===== src/rtl/mips_mc_ctrl_pkg.sv =====
// -----------------------------------------------------------------------------
// mips_mc_ctrl_pkg
// Shared definitions for the multicycle MIPS main controller: opcode and funct
// constants, ALU alternate-control codes, the controller state enum and the
// packed bundle of Moore control outputs.
// -----------------------------------------------------------------------------
package mips_mc_ctrl_pkg;

    // Opcodes (instr[31:26])
    localparam logic [5:0] OP6_RTYPE = 6'b000000;
    localparam logic [5:0] OP6_LW    = 6'b100011;
    localparam logic [5:0] OP6_SW    = 6'b101011;
    localparam logic [5:0] OP6_BEQ   = 6'b000100;
    localparam logic [5:0] OP6_BNE   = 6'b000101;
    localparam logic [5:0] OP6_ADDI  = 6'b001000;
    localparam logic [5:0] OP6_J     = 6'b000010;

    // R-type funct codes (instr[5:0])
    localparam logic [5:0] FUNCT6_ADD  = 6'b100000;
    localparam logic [5:0] FUNCT6_SUB  = 6'b100010;
    localparam logic [5:0] FUNCT6_AND  = 6'b100100;
    localparam logic [5:0] FUNCT6_OR   = 6'b100101;
    localparam logic [5:0] FUNCT6_SLT  = 6'b101010;
    localparam logic [5:0] FUNCT6_SLL  = 6'b000000;
    localparam logic [5:0] FUNCT6_SRL  = 6'b000010;
    // Idle code: tells the ALU to obey the alternate control instead. It
    // cannot be 000000 because that encodes SLL.
    localparam logic [5:0] FUNCT6_NONE = 6'b111111;

    // ALU alternate control
    localparam logic [1:0] ALU_ADD_ALT = 2'b00;
    localparam logic [1:0] ALU_SUB_ALT = 2'b01;

    typedef enum logic [3:0] {
        S_FETCH   = 4'd0,
        S_DECODE  = 4'd1,
        S_MEMADR  = 4'd2,
        S_MEMRD   = 4'd3,
        S_MEMWB   = 4'd4,
        S_MEMWR   = 4'd5,
        S_EXECUTE = 4'd6,
        S_ALUWB   = 4'd7,
        S_BRANCH  = 4'd8,
        S_ADDIEX  = 4'd9,
        S_ADDIWB  = 4'd10,
        S_JUMP    = 4'd11
    } mc_state_t;

    typedef struct packed {
        logic [5:0] alu_funct;
        logic [1:0] alu_alt;
        logic       alu_src_a;
        logic [1:0] alu_src_b;
        logic [1:0] pc_src;
        logic       iord;
        logic       ir_write;
        logic       mem_write;
        logic       reg_write;
        logic       reg_dst;
        logic       mem_to_reg;
        logic       pc_write;
        logic       branch;
    } mc_ctrl_t;

    function automatic logic funct_supported(input logic [5:0] funct);
        case (funct)
            FUNCT6_ADD, FUNCT6_SUB, FUNCT6_AND, FUNCT6_OR,
            FUNCT6_SLT, FUNCT6_SLL, FUNCT6_SRL: return 1'b1;
            default:                            return 1'b0;
        endcase
    endfunction

endpackage


===== src/rtl/mips_mc_ctrl_outdec.sv =====
// -----------------------------------------------------------------------------
// mips_mc_outdec
// Purely combinational Moore output decoder: maps the controller state (and,
// in EXECUTE, the instruction funct field) onto the full control bundle.
// Ports:
//   i_state  - current controller state
//   i_funct  - instr[5:0], forwarded to the ALU only in EXECUTE
//   o_ctrl   - decoded control outputs
// -----------------------------------------------------------------------------
module mips_mc_outdec
    import mips_mc_ctrl_pkg::*;
(
    input  mc_state_t  i_state,
    input  logic [5:0] i_funct,
    output mc_ctrl_t   o_ctrl
);

    always_comb begin
        // NOTE: every field gets a default before the case so no path leaves
        // a field unassigned, which would otherwise infer a latch.
        o_ctrl           = '0;
        o_ctrl.alu_funct = FUNCT6_NONE;
        o_ctrl.alu_alt   = ALU_ADD_ALT;
        case (i_state)
            S_FETCH: begin
                o_ctrl.ir_write  = 1'b1;
                o_ctrl.pc_write  = 1'b1;
                o_ctrl.alu_src_b = 2'b01;
            end
            S_DECODE: begin
                // Branch target PC + (imm << 2) is parked in ALUOut here.
                o_ctrl.alu_src_b = 2'b11;
            end
            S_MEMADR: begin
                o_ctrl.alu_src_a = 1'b1;
                o_ctrl.alu_src_b = 2'b10;
            end
            S_MEMRD: begin
                o_ctrl.iord = 1'b1;
            end
            S_MEMWB: begin
                o_ctrl.reg_write  = 1'b1;
                o_ctrl.mem_to_reg = 1'b1;
            end
            S_MEMWR: begin
                o_ctrl.iord      = 1'b1;
                o_ctrl.mem_write = 1'b1;
            end
            S_EXECUTE: begin
                o_ctrl.alu_src_a = 1'b1;
                o_ctrl.alu_funct = i_funct;
            end
            S_ALUWB: begin
                o_ctrl.reg_write = 1'b1;
                o_ctrl.reg_dst   = 1'b1;
            end
            S_BRANCH: begin
                o_ctrl.alu_src_a = 1'b1;
                o_ctrl.alu_alt   = ALU_SUB_ALT;
                o_ctrl.pc_src    = 2'b01;
                o_ctrl.branch    = 1'b1;
            end
            S_ADDIEX: begin
                o_ctrl.alu_src_a = 1'b1;
                o_ctrl.alu_src_b = 2'b10;
            end
            S_ADDIWB: begin
                o_ctrl.reg_write = 1'b1;
            end
            S_JUMP: begin
                o_ctrl.pc_src   = 2'b10;
                o_ctrl.pc_write = 1'b1;
            end
            default: ;
        endcase
    end

endmodule


===== src/rtl/mips_mc_ctrl.sv =====
// -----------------------------------------------------------------------------
// mips_mc_ctrl
// Multicycle MIPS main controller. Moore FSM sequencing FETCH/DECODE/execute/
// memory/writeback; drives ALU control, datapath selects and write strobes.
// Optional feature: define MIPS_MC_BNE_EN to decode BNE (opcode 000101).
// Ports:
//   clk_i, rst_ni            - clock, async active-low reset
//   opcode_i6, funct_i6      - instruction fields from the IR
//   zero_i                   - ALU zero flag (same cycle)
//   alu_funct_o6, alu_alt_o2 - ALU function / alternate control
//   alu_src_a_o, alu_src_b_o2, pc_src_o2, iord_o, reg_dst_o, mem_to_reg_o
//                            - datapath selects
//   ir_write_o, mem_write_o, reg_write_o, pc_en_o - write strobes
//   illegal_o                - one-cycle pulse after an unsupported op/funct
//   state_o4                 - current state for debug
// -----------------------------------------------------------------------------
module mips_mc_ctrl
    import mips_mc_ctrl_pkg::*;
(
    input  logic       clk_i,
    input  logic       rst_ni,
    input  logic [5:0] opcode_i6,
    input  logic [5:0] funct_i6,
    input  logic       zero_i,
    output logic [5:0] alu_funct_o6,
    output logic [1:0] alu_alt_o2,
    output logic       alu_src_a_o,
    output logic [1:0] alu_src_b_o2,
    output logic [1:0] pc_src_o2,
    output logic       iord_o,
    output logic       ir_write_o,
    output logic       mem_write_o,
    output logic       reg_write_o,
    output logic       reg_dst_o,
    output logic       mem_to_reg_o,
    output logic       pc_en_o,
    output logic       illegal_o,
    output logic [3:0] state_o4
);

    mc_state_t r_state;
    mc_state_t w_state_next;
    logic      r_illegal;
    logic      w_illegal_next;
    // LW/SW split in MEMADR uses a flag captured in DECODE so the opcode is
    // never looked at outside DECODE.
    logic      r_mem_is_sw;
    logic      w_branch_cond;
    mc_ctrl_t  w_ctrl;

    always_ff @(posedge clk_i or negedge rst_ni) begin
        // NOTE: state registers use non-blocking assignments so every flop
        // samples pre-edge values regardless of statement order.
        if (!rst_ni) begin
            r_state     <= S_FETCH;
            r_illegal   <= 1'b0;
            r_mem_is_sw <= 1'b0;
        end else begin
            r_state   <= w_state_next;
            r_illegal <= w_illegal_next;
            if (r_state == S_DECODE)
                r_mem_is_sw <= (opcode_i6 == OP6_SW);
        end
    end

`ifdef MIPS_MC_BNE_EN
    logic r_is_bne;

    always_ff @(posedge clk_i or negedge rst_ni) begin
        if (!rst_ni)
            r_is_bne <= 1'b0;
        else if (r_state == S_DECODE)
            r_is_bne <= (opcode_i6 == OP6_BNE);
    end

    assign w_branch_cond = zero_i ^ r_is_bne;
`else
    assign w_branch_cond = zero_i;
`endif

    always_comb begin
        w_state_next   = r_state;
        w_illegal_next = 1'b0;
        case (r_state)
            S_FETCH: w_state_next = S_DECODE;
            S_DECODE: begin
                case (opcode_i6)
                    OP6_LW, OP6_SW: w_state_next = S_MEMADR;
                    OP6_RTYPE:      w_state_next = S_EXECUTE;
                    OP6_BEQ:        w_state_next = S_BRANCH;
`ifdef MIPS_MC_BNE_EN
                    OP6_BNE:        w_state_next = S_BRANCH;
`endif
                    OP6_ADDI:       w_state_next = S_ADDIEX;
                    OP6_J:          w_state_next = S_JUMP;
                    default: begin
                        w_state_next   = S_FETCH;
                        w_illegal_next = 1'b1;
                    end
                endcase
            end
            S_MEMADR: w_state_next = r_mem_is_sw ? S_MEMWR : S_MEMRD;
            S_MEMRD:  w_state_next = S_MEMWB;
            S_EXECUTE: begin
                if (funct_supported(funct_i6)) begin
                    w_state_next = S_ALUWB;
                end else begin
                    w_state_next   = S_FETCH;
                    w_illegal_next = 1'b1;
                end
            end
            S_ADDIEX: w_state_next = S_ADDIWB;
            // MEMWB, MEMWR, ALUWB, BRANCH, ADDIWB, JUMP all retire here.
            default:  w_state_next = S_FETCH;
        endcase
    end

    mips_mc_outdec u_outdec (
        .i_state (r_state),
        .i_funct (funct_i6),
        .o_ctrl  (w_ctrl)
    );

    assign alu_funct_o6 = w_ctrl.alu_funct;
    assign alu_alt_o2   = w_ctrl.alu_alt;
    assign alu_src_a_o  = w_ctrl.alu_src_a;
    assign alu_src_b_o2 = w_ctrl.alu_src_b;
    assign pc_src_o2    = w_ctrl.pc_src;
    assign iord_o       = w_ctrl.iord;
    assign reg_dst_o    = w_ctrl.reg_dst;
    assign mem_to_reg_o = w_ctrl.mem_to_reg;
    // Strobes are gated by reset directly so an in-flight write is cut off
    // the moment reset asserts, not at the next edge.
    assign ir_write_o   = rst_ni & w_ctrl.ir_write;
    assign mem_write_o  = rst_ni & w_ctrl.mem_write;
    assign reg_write_o  = rst_ni & w_ctrl.reg_write;
    assign pc_en_o      = rst_ni & (w_ctrl.pc_write | (w_ctrl.branch & w_branch_cond));
    assign illegal_o    = r_illegal;
    assign state_o4     = r_state;

endmodule

===== config.mk =====
export PLATFORM = sky130hd
export DESIGN_NAME = mips_mc_ctrl
export DESIGN_NICKNAME = d
export VERILOG_FILES = /design/src/rtl/mips_mc_ctrl_pkg.sv /design/src/rtl/mips_mc_ctrl_outdec.sv /design/src/rtl/mips_mc_ctrl.sv
export SDC_FILE = /design/constraint.sdc
export NUM_CORES = 1
export LEC_CHECK = 0
export ABC_AREA = 1
export CAP_MARGIN = 20
export CORE_AREA = 4 4 41 43
export DETAILED_ROUTE_END_ITERATION = 16
export DIE_AREA = 0 0 45 47
export DONT_BUFFER_PORTS = 1
export PLACE_DENSITY = 0.7
export RECOVER_POWER = 25
export SLEW_MARGIN = 0
export SYNTH_ARGS = -nofsm -noshare
export SYNTH_HDL_FRONTEND = slang
export SYNTH_SLANG_ARGS = --single-unit

===== constraint.sdc =====
create_clock -name clk_i -period 1.7 [get_ports clk_i]
set_input_delay 0.17 -clock clk_i [delete_from_list [all_inputs] [get_ports clk_i]]
set_output_delay 0.17 -clock clk_i [all_outputs]
set_load 0.01 [all_outputs]

* After elaboration in Yosys (flattened, before gate mapping)
Index checks and enable logic that the tools add are counted.
** Word-level totals
- Bits in registers :: 6
- Input port bits :: 15
- Output and inout bits :: 25
- Word-level logic and storage cells :: 64
** Cells by class
- Equal/unequal tests :: 22
- Muxes and demuxes :: 22
- Bitwise gates (word level) :: 6
- Reductions and logical operators :: 11
** Operators with widths (count)
- $eq 6x6->1 const B :: 7
- $pmux 4 s6 :: 1
- $pmux 4 s5 :: 1
- $eq 4x3->1 const B :: 4
- $eq 4x4->1 const B :: 4
- $mux 1 :: 14
- $eq 6x2->1 const B :: 2
- $logic_not 6->1 :: 2
- $eq 4x2->1 const B :: 2
- $reduce_or 2->1 :: 4
- $reduce_or 7->1 :: 1
- $eq 6x3->1 const B :: 1
- $eq 6x4->1 const B :: 1
- $mux 3 :: 2
- $mux 6 :: 1
- $pmux 2 s3 :: 1
- $reduce_or 6->1 :: 1
- $and 1x1->1 :: 5
- $eq 4x1->1 const B :: 1
- $logic_not 4->1 :: 1
- $pmux 2 s2 :: 1
- $reduce_or 4->1 :: 1
- $reduce_or 3->1 :: 1
- $pmux 1 s2 :: 1
- $or 1x1->1 :: 1

* Depth between registers and ports, before layout
- Word-level depth :: 6
- Gate-level depth with buffers :: 7
- Mapped depth without buffers :: 7

* By module
From an unflattened synthesis, not the netlist that was laid out.
** Second synthesis, totals
- Cells, all modules :: 130
- Area total of the unflattened synthesis :: 718.2 sq um
** Modules (own cells, without submodules)
- mips_mc_ctrl :: instances 1, cells each 79, area an instance 489.2 sq um, sequential area each 150.1 sq um
- mips_mc_outdec :: instances 1, cells each 51, area an instance 229.0 sq um, sequential area each 0.0 sq um

* Worst setup path before layout
No wires, ideal clock.
- Path type :: reg-to-output
- Start :: register r_state[1] (netlist: state_o4[1])
- End :: output pc_en_o
- Data arrival time :: 1.157 ns
- Data required time :: 1.530 ns
- Setup slack :: 0.373 ns
- Stages on the path, launching flop included :: 6
- Path buffers :: 0
- Cell sequence :: dfrtp_1 -> nor2_1 -> inv_1 -> nor2_2 -> nand2_1 -> a31oi_1
** On the way
- Longest elaborated chain between the ends :: 5
- Elaborated cells between the ends (all ways) :: 9
- Those cells by class :: eq/ne (2); mux (2); bitwise (3); reduce/logical (2)
** RTL lines
- start: declaration :: line mips_mc_ctrl.sv:41 : mc_state_t r_state;
- start signal: assignment :: line mips_mc_ctrl.sv:59 : r_state <= w_state_next;
- $eq 4x4->1 or $logic_not 4->1 (tied branches) :: line mips_mc_ctrl_outdec.sv:24 : case (i_state)
- $reduce_or 2->1 (no line) or $mux 1 (tied branches)
- $mux 1 or $and 1x1->1 (tied branches) :: line mips_mc_ctrl_outdec.sv:24, mips_mc_ctrl.sv:137
- $or 1x1->1 (*) :: line mips_mc_ctrl.sv:137 : assign pc_en_o = rst_ni & (w_ctrl.pc_write | (w_ctrl.branch & w_branch_cond));
- $and 1x1->1 (*) :: line mips_mc_ctrl.sv:137
- end: declaration :: line mips_mc_ctrl.sv:36 : output logic pc_en_o,
Mark *: on every way between the ends. The rest lies on a longest branch, timed or not.

* Worst setup path after layout
Same ends and word-level chain as after synthesis.

==> metrics.log <==
INFO  metric worst_setup_path_end_kind = primary output
INFO  metric via_count_of_the_first_global_routing_pass = 565
INFO  metric track_usage = 13.6%
INFO  metric postSynthCellCount = 111
INFO  metric synth_area_leader_cell = sky130_fd_sc_hd__dfrtp_1
INFO  metric final-max-slew-violation-count = 0
INFO  metric place_inst = 125
INFO  metric synth_cell_type_count = 21
INFO  metric place_congestion = 0.828
INFO  metric dp_slack = 0.380 ns
INFO  metric static_leakage = 0.445 nW
INFO  metric number_of_standard_cell_rows_in_the_floorplan = 13
INFO  metric vias = 631
INFO  metric status = complete, no violations
INFO  metric dpl.hpwl = 1190 µm
INFO  metric setup_viol = 0
INFO  metric timing.critical_path.fanout_max = 7
INFO  metric clock_tree.buffer_depth = 2
INFO  metric setup_tns = 0 ns
INFO  metric synth_most_common_cell = sky130_fd_sc_hd__nand2_1
INFO  metric seqPwrFrac = 33.4%
INFO  metric grt_start_max_net_pins = 10
INFO  metric cp_data_required_time = 1.53 ns
INFO  metric layout-drive-gt1-share = 11.4%
INFO  metric rsz0062_at_grt = no
INFO  metric detail_route.drc_violations = 0
INFO  metric synth_adder_area_share = 0%
INFO  metric ys_dominant_reg_cell = sky130_fd_sc_hd__dfrtp_1
INFO  metric antenna_left = 0
INFO  metric inserted_clock_buffers = 3
INFO  metric worst_setup_path_start_kind = flop
INFO  metric synthSimpleGateAreaFrac = 46.5%
INFO  metric grt_first_pass_wirelength = 2040 µm
INFO  metric timing.final.crit_share = 92.0%
INFO  metric final_cell_count_no_fill = 129
INFO  metric final_core_utilization = 52.1%
INFO  metric firstDrtPassIters = 3
INFO  metric initial_core_util = 48.7%
INFO  metric worst_slack = 0.135 ns
INFO  metric synthesized_area_per_cell = 5.71 µm²
INFO  metric yosys_synthesis_warning_count = 0
INFO  metric r2r_slack = 0.49 ns
INFO  metric critPathArrivalTime = 1.39 ns
INFO  metric area_growth_syn_to_layout = 6.90%
INFO  metric worstHoldPathCells = 3
INFO  metric die_h = 47 µm
INFO  metric yosys-top-cells-count = 30 x sky130_fd_sc_hd__nand2_1, 25 x sky130_fd_sc_hd__inv_1, 16 x sky130_fd_sc_hd__nor2_1
INFO  metric vdd.ir_drop.worst = 485 µV
INFO  metric floorplan.io_pins = 40
INFO  metric viasPerCell = 4.89
INFO  metric htree_levels = 1
INFO  metric switchingPower = 0.390 mW
INFO  metric finalClockSkew = 0.00140 ns
INFO  metric power.share.switching = 50.9%
INFO  metric worst_hold_path.endpoint = r_mem_is_sw
INFO  metric drt_iter0_drc = 12
INFO  metric floorplan.die_area = 2120 µm²
INFO  metric detail_route.wl_per_cell = 10.5 µm
INFO  metric comb_power_share = 50.1%
INFO  metric biggest_area_contributors_in_the_synthesized_netlist = sky130_fd_sc_hd__dfrtp_1 24%, sky130_fd_sc_hd__nand2_1 18%, sky130_fd_sc_hd__inv_1 15%
INFO  metric pwr-share-clk = 16.5%
INFO  metric clk_root_buffer_cell = sky130_fd_sc_hd__clkbuf_4
INFO  metric routed_wl = 1350 µm
INFO  metric cts_tree = yes
INFO  metric cts_sinks = 6
INFO  metric worst_r2r_endpoint = r_mem_is_sw
INFO  metric synth_fp_nets = 126
INFO  metric antenna-diode-count = 0
INFO  metric synth-compound-area-share = 10.8%
INFO  metric clk_transition_reported_paths = 0.04 ns
INFO  metric max_cap_viol_count = 0
INFO  metric edff_count_synth = 0
INFO  metric synth.area.mux_share = 0%
INFO  metric internal_power = 0.376 mW
INFO  metric synth_top_family_by_area = simple AND/OR/NAND/NOR gates
INFO  metric placeableCoreArea = 1300 µm²
INFO  metric hold_slack = 0.157 ns
INFO  metric path_class = reg2out
INFO  metric clock_insertion_delay_worst_skew = 0.24 ns
INFO  metric asyncSetResetFlopFracSynth = 100%
INFO  metric finalNetCount = 131
INFO  metric hold_violations = 0
INFO  metric synthDominantCellAreaShare = 23.7%
INFO  metric pwr_density_cell = 1130 nW/µm²
INFO  metric r2r_start = state_o4[0]
INFO  metric netlist_area = 634 µm²
INFO  metric period_needed = 1.56 ns
INFO  metric worst_min_path_class = in2reg
INFO  metric holdCritStartpoint = opcode_i6[4]
INFO  metric rr_worst_depth = 6
INFO  metric portBuffers = 0
INFO  metric post_synthesis_sequential_element_count = 6
INFO  metric antenna_found_initial = 0
INFO  metric maximum_clock_rate = 639 MHz
INFO  metric share_of_the_yosys_chip_area_belonging_to_registers = 23.7%
INFO  metric cts-resized-gates = 0
INFO  metric globalRouteOverflowTotal = 0
INFO  metric yosys.area_share.xor_xnor = 0%
INFO  metric die_w = 45 µm
[power by group through the flow]
stage,registers [mW],logic (mW),clock network (mW)
after detailed placement,0.260,0.386,0
after CTS,0.257,0.391,0.129
after global placement,0.258,0.383,0
after global routing,0.263,0.447,0.138
after floorplan,0.248,0.332,0
final,0.256,0.384,0.126
[worst max-delay path, stage by stage, from the launching register on]
cell	delay, ns
sky130_fd_sc_hd__dfrtp_1	0.46
sky130_fd_sc_hd__nor2_1	0.19
sky130_fd_sc_hd__inv_1	0.07
sky130_fd_sc_hd__nor2_2	0.12
sky130_fd_sc_hd__nand2_1	0.06
sky130_fd_sc_hd__a31oi_1	0.24
[worst max path at each step]
| stage | start | cells after the start | slack [ns] | endpoint |
|---|---|---|---|---|
| final | state_o4[1] | 5 | 0.14 | pc_en_o |
| after global routing | state_o4[1] | 5 | 0.008 | pc_en_o |
| after CTS | state_o4[1] | 5 | 0.12 | pc_en_o |
| after detailed placement | state_o4[1] | 5 | 0.38 | pc_en_o |
| after global placement | state_o4[1] | 5 | 0.41 | pc_en_o |
| after floorplan | state_o4[1] | 5 | 0.37 | pc_en_o |
[routing by layer]
| layer | vias to the layer above | track usage [%] | wire length (µm) |
|---|---|---|---|
| met5 | - | 0 | 0 |
| met4 | 0 | 10.5 | 27 |
| met3 | 3 | 3.45 | 139 |
| met2 | 31 | 23.7 | 696 |
| met1 | 259 | 14.0 | 486 |
| li1 | 338 | - | - |
[repair_timing]
action	4_1_cts	5_1_grt
endpoints found under the hold margin	6	0
buffers inserted	0	0
endpoints found under the setup margin	0	0
hold buffers	1	0
[stage by stage]
step | area [µm²] | power, mW
2_1_floorplan | 634 | 0.580
3_3_place_gp | 646 | 0.641
3_5_place_dp | 646 | 0.645
4_1_cts | 678 | 0.777
5_1_grt | 678 | 0.848
6_report | 678 | 0.766
[state kept, by name (all words and copies together) (netlist names)]
name,cells
r_mem_is_sw,1
state_o4,4
illegal_o,1
[area by class of cell]
cell class,count,area (µm²)
multi-input cells,76,368
fillers,150,623
repair buffers,2,17.5
well taps,15,18.8
inverters,27,101
clock buffers,3,22.5
flip-flops and latches,6,150
[layout by cell type (no fill, tap or decap), types with 2 or more instances in the layout]
master / count
sky130_fd_sc_hd__o21ai_0: 6
sky130_fd_sc_hd__nand3_1: 8
sky130_fd_sc_hd__nand2_1: 30
sky130_fd_sc_hd__nand2_2: 3
sky130_fd_sc_hd__dfrtp_1: 6
sky130_fd_sc_hd__inv_2: 2
sky130_fd_sc_hd__clkbuf_4: 3
sky130_fd_sc_hd__o211ai_1: 2
sky130_fd_sc_hd__inv_1: 25
sky130_fd_sc_hd__nor2_1: 16
[cells by family after synthesis]
logic type / after synthesis
simple gates: 63
compound gates: 12
flops: 6
buf+inv: 29
other cells: 1
No activity file was read; power rests on OpenSTA's default activity.
